**config.mk**
```make
export PLATFORM = sky130hd
export DESIGN_NAME = cmos_capture_pack
export DESIGN_NICKNAME = d
export VERILOG_FILES = /design/src/rtl/cmos_capture_pack.sv
export SDC_FILE = /design/constraint.sdc
export NUM_CORES = 1
export LEC_CHECK = 0
export ABC_AREA = 1
export CORE_AREA = 2 2 98 100
export DETAILED_ROUTE_END_ITERATION = 8
export DIE_AREA = 0 0 100 102
export PLACE_DENSITY = 0.78
export SYNTH_ARGS = -nofsm -noshare
export SYNTH_HDL_FRONTEND = slang
export SYNTH_SLANG_ARGS = --single-unit
```
**constraint.sdc**
```tcl
create_clock -name pclk -period 2.8 [get_ports pclk]
set_clock_uncertainty 0.1 [all_clocks]
set_input_delay 0.42 -clock pclk [delete_from_list [all_inputs] [get_ports pclk]]
set_output_delay 0.42 -clock pclk [all_outputs]
set_load 0.01 [all_outputs]
```
**src/rtl/cmos_capture_pack.sv**
```systemverilog
// rtl/cmos_capture_pack.sv - DVP byte packer with start-up frame skip, line timing and partial-pixel flag
// Optional port frame_cnt_o when CAPTURE_FRAME_CNT_EN is defined.
module cmos_capture_pack #(
    parameter int IN_W        = 8,
    parameter int BPP         = 2,
    parameter int SKIP_FRAMES = 10,
    parameter int CNT_W       = 12
) (
    input  logic                 pclk,
    input  logic                 rst_n,
    input  logic [IN_W-1:0]      pdata_i,
    input  logic                 de_i,
    input  logic                 vs_i,
    input  logic                 byte_swap,
    input  logic                 rgb_swap,
    output logic [IN_W*BPP-1:0]  pdata_o,
    output logic                 de_o,
    output logic                 vs_o,
    output logic                 sof_o,
    output logic                 eol_o,
    output logic [CNT_W-1:0]     x_cnt_o,
    output logic [CNT_W-1:0]     y_cnt_o,
    output logic [CNT_W-1:0]     line_len_o,
    output logic                 err_partial_o,
`ifdef CAPTURE_FRAME_CNT_EN
    output logic [15:0]          frame_cnt_o,
`endif
    output logic                 armed_o
);

    localparam int OW = IN_W * BPP;
    localparam int BW = (BPP > 1) ? $clog2(BPP) : 1;
    localparam logic [BW-1:0] LAST = BW'(BPP - 1);

    typedef enum logic [1:0] {WAIT_VS, SKIP, RUN} state_t;

    state_t          state, state_nx;
    logic [7:0]      skip_cnt, skip_nx;
    logic            vs_r, vs_d, de_r, de_d;
    logic [IN_W-1:0] pd_r;
    logic [BW-1:0]   b_idx;
    logic [CNT_W-1:0] x;
    logic            vs_rise, de_fall, enter_run, run_act;
    logic [OW-1:0]   beats, word, word_sw;

    assign vs_rise = vs_r & ~vs_d;
    assign de_fall = ~de_r & de_d;
    assign run_act = (state == RUN) | enter_run;
    assign armed_o = (state == RUN);

    always_ff @(posedge pclk or negedge rst_n) begin
        if (!rst_n) begin
            vs_r <= 1'b0;
            vs_d <= 1'b0;
            de_r <= 1'b0;
            de_d <= 1'b0;
            pd_r <= '0;
        end else begin
            vs_r <= vs_i;
            vs_d <= vs_r;
            de_r <= de_i;
            de_d <= de_r;
            pd_r <= pdata_i;
        end
    end

    always_comb begin
        state_nx  = state;
        skip_nx   = skip_cnt;
        enter_run = 1'b0;
        case (state)
            WAIT_VS: if (vs_rise) begin
                if (SKIP_FRAMES == 0) begin
                    state_nx  = RUN;
                    enter_run = 1'b1;
                end else begin
                    state_nx = SKIP;
                end
            end
            SKIP: if (vs_rise) begin
                skip_nx = skip_cnt + 8'd1;
                if (skip_nx == 8'(SKIP_FRAMES)) begin
                    state_nx  = RUN;
                    enter_run = 1'b1;
                end
            end
            default: ;
        endcase
    end

    // Beat i of the pixel sits at beats[i*IN_W +: IN_W]; the final beat comes straight from pd_r.
    generate
        if (BPP > 1) begin : g_slots
            logic [(BPP-1)*IN_W-1:0] slot_bus;
            always_ff @(posedge pclk) begin
                if (de_r && b_idx != LAST)
                    slot_bus[b_idx*IN_W +: IN_W] <= pd_r;
            end
            assign beats = {pd_r, slot_bus};
        end else begin : g_noslot
            assign beats = pd_r;
        end
    endgenerate

    always_comb begin
        word = '0;
        for (int i = 0; i < BPP; i++) begin
            if (byte_swap)
                word[i*IN_W +: IN_W] = beats[i*IN_W +: IN_W];
            else
                word[(BPP-1-i)*IN_W +: IN_W] = beats[i*IN_W +: IN_W];
        end
    end

    generate
        if (IN_W == 8 && BPP == 2) begin : g_rgb
            assign word_sw = rgb_swap ? {word[4:0], word[10:5], word[15:11]} : word;
        end else begin : g_norgb
            assign word_sw = word;
        end
    endgenerate

    always_ff @(posedge pclk or negedge rst_n) begin
        if (!rst_n) begin
            state         <= WAIT_VS;
            skip_cnt      <= '0;
            b_idx         <= '0;
            x             <= '0;
            pdata_o       <= '0;
            de_o          <= 1'b0;
            vs_o          <= 1'b0;
            sof_o         <= 1'b0;
            eol_o         <= 1'b0;
            x_cnt_o       <= '0;
            y_cnt_o       <= '0;
            line_len_o    <= '0;
            err_partial_o <= 1'b0;
`ifdef CAPTURE_FRAME_CNT_EN
            frame_cnt_o   <= '0;
`endif
        end else begin
            state    <= state_nx;
            skip_cnt <= skip_nx;
            de_o     <= 1'b0;
            sof_o    <= 1'b0;
            eol_o    <= 1'b0;
            vs_o     <= vs_r & run_act;
            // A frame start takes priority over any beat arriving in the same cycle.
            if (vs_rise && run_act) begin
                sof_o   <= 1'b1;
                x       <= '0;
                x_cnt_o <= '0;
                y_cnt_o <= '0;
                b_idx   <= '0;
`ifdef CAPTURE_FRAME_CNT_EN
                frame_cnt_o <= frame_cnt_o + 16'd1;
`endif
            end else if (state == RUN) begin
                if (de_r) begin
                    if (b_idx == LAST) begin
                        pdata_o <= word_sw;
                        de_o    <= 1'b1;
                        x_cnt_o <= x;
                        b_idx   <= '0;
                        if (x != '1)
                            x <= x + 1'b1;
                    end else begin
                        b_idx <= b_idx + BW'(1);
                    end
                end else if (de_fall) begin
                    eol_o      <= 1'b1;
                    line_len_o <= x;
                    x          <= '0;
                    x_cnt_o    <= '0;
                    b_idx      <= '0;
                    if (y_cnt_o != '1)
                        y_cnt_o <= y_cnt_o + 1'b1;
                    if (b_idx != '0)
                        err_partial_o <= 1'b1;
                end
            end
        end
    end

endmodule
```
==> summary.md, run 1 <==
| Metric | Value |
|---|---|
| Status | complete, no violations |
| Area of the core | 9110 µm² |
| Row cnt | 35 |
| VDD IR max | 0.279 mV |
| FMAX | 0.417 GHz |
| Chip Height | 102 µm |
| CP startpoint | skip_cnt[0] |
| Clock slew at reported path FFs | 90 ps |
| Slew at the pin closest to its max-slew limit | 648 ps |
| Type of the most critical hold path | flip-flop to flip-flop |
| Worst-skew pair later-pin latency | 370 ps |
| Seq/Total Area, Yosys | 52.7% |
| Power Total | 0.00302 W |
| Final antenna-violating net count | 0 |
| Syn Area/Cell | 8.58 µm² |
| Post-synth top area cell | dfrtp_1 |
| Most frequent cell after synthesis | nand2_1 |
| RR Startpoint | skip_cnt[0] |
| Proportion of layout cells with a drive suffix above 1 | 8.53% |
| Leak pwr | 2.62 nW |
| Synth cell types | 38 |
| Critical path's top delay family | simple AND/OR/NAND/NOR gates |
| Number of clock sinks | 100 |
| MaxCap Viol Count | 0 |
| Iteration-0 DRC Markers | 125 |
| Worst Setup End Kind | flip-flop |
| Largest net degree at the start of global routing | 45 |
| Synth area leaders | dfrtp_1 (48%), nand2_1 (12%), edfxtp_1 (5.0%), nand3_1 (4.9%), inv_1 (4.0%) |
| Gr ovfl total | 0 |
| CTS buffer count | 9 |
| Post-synth ARST share | 92.0% |
| Crit path cell chain | ha_1, nand3_1, o21ai_1, nand2_1, nor2_1, nand3_2, nand2_4, nand2_4, nor2_8, inv_2, nand2_1, o21ai_2 |
| Port Buffers | 71 |
| Setup crit end | x_cnt_o[6] |
| Bufs and invs on worst path | 1 |
| Starting Density | 53.0% |
| RSZ-0062 raised after global routing | no |
| Syn Inst Count | 562 |
| Diode count | 0 |
| Crit Reg-Reg Endpoint | x_cnt_o[6] |
| Final net count | 646 |
| # fillers | 779 |
| Worst reg-to-reg setup slack | 400 ps |
| Final hold violations | 0 |
| Antenna violations before repair | 0 |
| Worst setup path class | flip-flop to flip-flop |
| Startpoint types | flip-flop |
| Gpl congestion | 0.908 |
| CTS tree | yes |
| Fin Hold WS | 353 ps |
| CP max FO | 23 |
| Vias per cell | 5.28 |
| Setup Viol. Count Final | 0 |
| Number of synthesized flops with an enable pin | 8 |
| Worst path arrival time | 2550 ps |
| CTS Root Cell | clkbuf_8 |
| Clock Tree Buf Depth | 2 |
| Reg2Reg Depth | 12 |
| Register area | 2540 µm² |
| Share of the synthesized area in the top cell type | 47.7% |
| First-pass GRT wire length | 17,500 µm |
| PwrDens | 519 nW/µm² |
| Critical Path Slowest Stage Cell | dfrtp_1 |
| Final HPWL DP | 7390 µm |
| H-tree levels | 3 |
| Count of warnings emitted by yosys | 0 |
| FF+latch count, synth | 100 |
| Largest stage delay, worst path | 430 ps |
| Total global-route track usage | 21.5% |
| DRT Wirelength | 10,200 µm |
| Die Wd | 100 µm |
| Vias in the first global route | 3,852 |
| Final Cycle Share | 85.7% |
| Drt first pass iters | 5 |
| Cell count along the critical path | 12 |
| Multi-input gate area | 1950 µm² |
| Drt wl/cell | 13.6 µm |
| Relative slew slack | 56.7% |
| Syn_nets | 580 |
| Max Transition Viols Final | 0 |
| Final setup TNS | 0 ps |
| Post_cts resized | 0 |
| Ys flop type | dfrtp_1 |
| Area growth syn-to-layout | 20.7% |
| Req. time, crit path | 2950 ps |
| DR vias | 3,927 |
| Boundary pin count | 72 |
| Post-Syn Area | 4820 µm² |
| Minimum clock period after layout | 2400 ps |
| Top cells by count, synth | nand2_1 (150), dfrtp_1 (92), inv_1 (52), nand3_1 (47), nor2_1 (34) |
| Die area | 10,200 µm² |
| DRC errors left | 0 |
-- layout make-up --
type                    instances  share of cell area, %
inverters                      56                   3.61
well taps                     111                   2.39
flip-flops and latches        100                   43.7
repair buffers                 81                   13.5
clock inverters                 6                   1.23
multi-input cells             380                   33.4
clock buffers                  10                   2.19
-- power breakdown --
group,leakage (nW),switching (W),internal [W],total [W]
Clock,0.0988,0.000515,0.000423,0.000939
Combinational,1.21,0.000252,0.000142,0.000393
Sequential,1.32,0.000109,0.00158,0.00169
-- routing by layer --
layer | GRT usage, % | vias up | routed length [µm]
met2 | 36.2 | 97 | 4960
li1 | - | 1964 | -
met1 | 28.4 | 1849 | 4580
met5 | 0 | - | 0
met3 | 3.69 | 17 | 427
met4 | 7.48 | 0 | 184
-- cell usage in the layout, fill, tap and decap left out, drive strengths merged, types with 13 or more instances in the layout --
| cell type | netlist | routed |
|---|---|---|
| o211ai | 13 | 13 |
| a21oi | 22 | 22 |
| dfrtp | 92 | 92 |
| clkdlybuf4s50 | 0 | 70 |
| o21a | 16 | 16 |
| nand2 | 154 | 154 |
| inv | 55 | 57 |
| nand3 | 49 | 49 |
| o21ai | 48 | 48 |
| nor2 | 36 | 36 |
-- worst min path at each step --
stage	endpoint	start	slack, ps	depth (start not counted)
3_5_place_dp	vs_d	vs_r	340	0
5_1_grt	pd_r[5]	pdata_i[5]	370	1
3_3_place_gp	vs_d	vs_r	320	0
2_1_floorplan	b_idx	rst_n	20	0
6_report	vs_d	vs_r	350	0
4_1_cts	pd_r[7]	pdata_i[7]	360	1
-- cells by family (layout without fill, tap and decap cells) --
logic type                 after synthesis  in the layout  synth area share, %
adders and majority gates                4              4                 1.04
and+or+nand+nor                        262            262                 23.9
xor gates and xnor gates                11             11                 2.00
AOI/OAI and AO/OA                      103            103                 13.3
DFF                                    100            100                 52.7
buffers and inverters                   82            153                 7.16
-- flip-flops by register name (all words and copies together) (netlist names), 2 cells and up --
| name | cells |
|---|---|
| x_cnt_o | 12 |
| pd_r | 8 |
| x | 12 |
| line_len_o | 12 |
| pdata_o | 16 |
| state | 2 |
| g_slots.slot_bus | 8 |
| y_cnt_o | 12 |
| skip_cnt | 8 |
-- what timing repair did --
action | CTS | global route
hold buffers | 1 | 0
setup buffers | 0 | 0
endpoints found under the hold margin | 41 | 0
-- metrics by stage --
stage               utilization, %  std cells  instance area [µm²]  setup slack, ps
floorplan                        -        562                 4820              847
global placement              61.6        727                 5610              526
detailed placement            61.6        727                 5610              415
CTS                           63.9        744                 5820              413
global route                  63.9        744                 5820              168
finish                        63.9        744                 5820              400
No activity file was read; power rests on OpenSTA's default activity.
==> run 2: changes to the inputs <==
Settings changed: CORE_AREA 2 2 98 100 to 2 2 96 98, CTS_BUF_LIST set to sky130_fd_sc_hd__clkbuf_8, DIE_AREA 0 0 100 102 to 0 0 98 100, MAX_ROUTING_LAYER set to met4, PLACE_DENSITY 0.78 to 0.81.
==> summary.md, run 2 (same netlist as run 1, synthesis figures left out) <==
| Metric | Value |
|---|---|
| Hold Path Depth | 0 (unchanged) |
| FMAX | 0.409 GHz (-1.8%) |
| CTS tree | yes |
| Total global-route track usage | 21.7% (+0.28 points) |
| Met3 WL | 451 µm (+5.6%) |
| Finished Core Util | 65.3% (+1.4 points) |
| Final hold violations | 0 (unchanged) |
| Clock Tree Buf Depth | 2 (unchanged) |
| Req. time, crit path | 2950 ps (about the same) |
| Gr ovfl total | 0 (unchanged) |
| Crit Reg-Reg Endpoint | x_cnt_o[8] |
| Flop pwr share | 57.3% (+1.3 points) |
| CTS Root Cell | clkbuf_8 |
| Diode count | 0 (unchanged) |
| Biggest register | pdata_o |
| Net Sw Frac | 30.1% (+1.2 points) |
| Gate power share | 13.3% (+0.3 points) |
| Largest net degree at the start of global routing | 59 (+31%) |
| Startpoint types | flip-flop |
| Vias per cell | 5.22 (-1.2%) |
| Most common cell after layout, fill and taps aside | nand2_1 |
| Worst path arrival time | 2590 ps (+40 ps) |
| Row cnt | 35 (unchanged) |
| Area after DPL | 5610 µm² (about the same) |
| Setup Viol. Count Final | 0 (unchanged) |
| Final std cell area, no fill | 5800 µm² (-0.32%) |
| Reg2Reg Depth | 12 (unchanged) |
| Fin Hold WS | 348 ps (-4.62 ps) |
| WL met1 | 4260 µm (-7.0%) |
| Final Cycle Share | 87.3% (+1.5 points) |
| Leak pwr | 2.61 nW (-0.45%) |
| Die Wd | 98 µm (-2.0%) |
| Worst Setup End Kind | flip-flop |
| Final net count | 644 (-0.31%) |
| Number of clock sinks | 100 (unchanged) |
| VDD IR max | 0.240 mV (-14%) |
| Post_cts resized | 0 (unchanged) |
| Worst reg-to-reg setup slack | 360 ps (-40 ps) |
| Proportion of layout cells with a drive suffix above 1 | 8.40% (-0.13 points) |
| Largest stage delay, worst path | 440 ps (about the same) |
| Final antenna-violating net count | 0 (unchanged) |
| Hold_sp | vs_r |
| Worst setup path class | flip-flop to flip-flop |
| Int Power | 0.00206 W (-4.1%) |
| Boundary pin count | 72 (unchanged) |
| RSZ-0062 raised after global routing | no |
| Die area | 9800 µm² (-3.9%) |
| DRT Wirelength | 9850 µm (-2.9%) |
| Clock slew at reported path FFs | 100 ps (about the same) |
| Antenna violations before repair | 0 (unchanged) |
| CP max FO | 23 (unchanged) |
| Drt first pass iters | 4 (-1) |
| Vias in the first global route | 3,659 (-5.0%) |
| Highest metal used | met4 |
| Post-CTS Hold Buffers | 1 (unchanged) |
| Slew at the pin closest to its max-slew limit | 685 ps (+37.0 ps) |
| Minimum clock period after layout | 2440 ps (+43.3 ps) |
| Relative slew slack | 54.1% (-2.5 points) |
| Area growth syn-to-layout | 20.3% |
| H-tree levels | 3 (unchanged) |
| Worst Hold Endpoint | vs_d |
| Largest register FFs | 16 (unchanged) |
| Type of the most critical hold path | flip-flop to flip-flop |
| Post-CTS setup buffer count | 0 (unchanged) |
| PwrDens | 508 nW/µm² (-2.1%) |
| DRC errors left | 0 (unchanged) |
| Port Buffers | 71 (unchanged) |
| First-pass GRT wire length | 16,700 µm (-4.6%) |
| Chip Height | 100 µm (-2.0%) |
| MaxCap Viol Count | 0 (unchanged) |
| RR Startpoint | skip_cnt[0] |
| Critical Path Slowest Stage Cell | dfrtp_1 |
| Max Transition Viols Final | 0 (unchanged) |
| CTS buffer count | 9 (unchanged) |
| Area of the core | 8890 µm² (-2.4%) |
| Psw | 0.000889 W (+1.5%) |
| Crit path cell chain | ha_1, nand3_1, o21ai_1, nand2_1, nor2_1, nand3_2, nand2_4, nand2_4, nor2_8, inv_2, nand2_1, o21ai_2 |
| Worst-skew pair later-pin latency | 370 ps (about the same) |
| Final setup TNS | 0 ps (unchanged) |
| Final HPWL DP | 7220 µm (-2.3%) |
| Iteration-0 DRC Markers | 162 (+30%) |
| Status | complete, no violations |
| Starting Density | 54.3% (+1.3 points) |
| Clock Power Share | 29.4% (-1.6 points) |
| Met2 WL | 4970 µm (+0.28%) |
| Gpl congestion | 0.852 (-6.2%) |
| Most frequent cells in the layout | nand2_1 (150), dfrtp_1 (92), clkdlybuf4s50_1 (70) |
| Power Total | 0.00295 W (-2.4%) |
| Drt wl/cell | 13.3 µm (-2.7%) |
| DR vias | 3,870 (-1.5%) |
-- run 2: changes by cell type in the layout (fill, tap and decap cells not counted) --
cell       delta
buf_12        +1
inv_6         +1
buf_4         -3
clkinv_4      +1
bufinv_16     -1
clkbuf_1      -1
-- run 2: power by group through the flow --
stage | clock network, W | logic (W) | registers (W)
after global routing | 0.000964 | 0.000454 | 0.00171
after global placement | 0 | 0.000372 | 0.00171
after CTS | 0.000898 | 0.000397 | 0.00169
after detailed placement | 0 | 0.000395 | 0.00172
final | 0.000866 | 0.000393 | 0.00169
after floorplan | 0 | 0.000275 | 0.00168
-- run 2: how the worst max path moves through the flow --
stage	from	endpoint	slack (ps)
floorplan	skip_cnt[0]	x_cnt_o[10]	850
global placement	skip_cnt[0]	x_cnt_o[5]	540
detailed placement	skip_cnt[0]	x_cnt_o[8]	380
CTS	skip_cnt[0]	x_cnt_o[8]	360
global route	skip_cnt[0]	x_cnt_o[3]	150
finish	skip_cnt[0]	x_cnt_o[8]	360
-- run 2: metrics by stage --
stage	worst slack (ps)	cells
3_5_place_dp	381	725
6_report	356	742
3_3_place_gp	540	725
2_1_floorplan	847	562
5_1_grt	145	742
4_1_cts	361	742
-- run 2: layout make-up --
class	instances	area, µm²
fill	744	3090
multi-input combinational	380	1950
inverter	56	210
timing repair buffer	79	783
clock inverter	7	58.8
sequential	100	2540
clock buffer	9	124
tap	111	139
-- run 2: per-layer routing --
metal,vias to the layer above,GRT usage [%]
met4,0,7.59
met2,89,36.1
li1,1954,-
met3,18,4.39
met5,-,-
met1,1809,26.8
-- run 2: critical path, delay by kind of cell (launching register included) --
family,cells,cell delay (ps)
adder cells (fa/ha/maj),1,250
AO/OA/AOI/OAI,2,210
buffers and inverters,1,220
AND/OR/NAND/NOR,8,1090
flip-flops,1,440
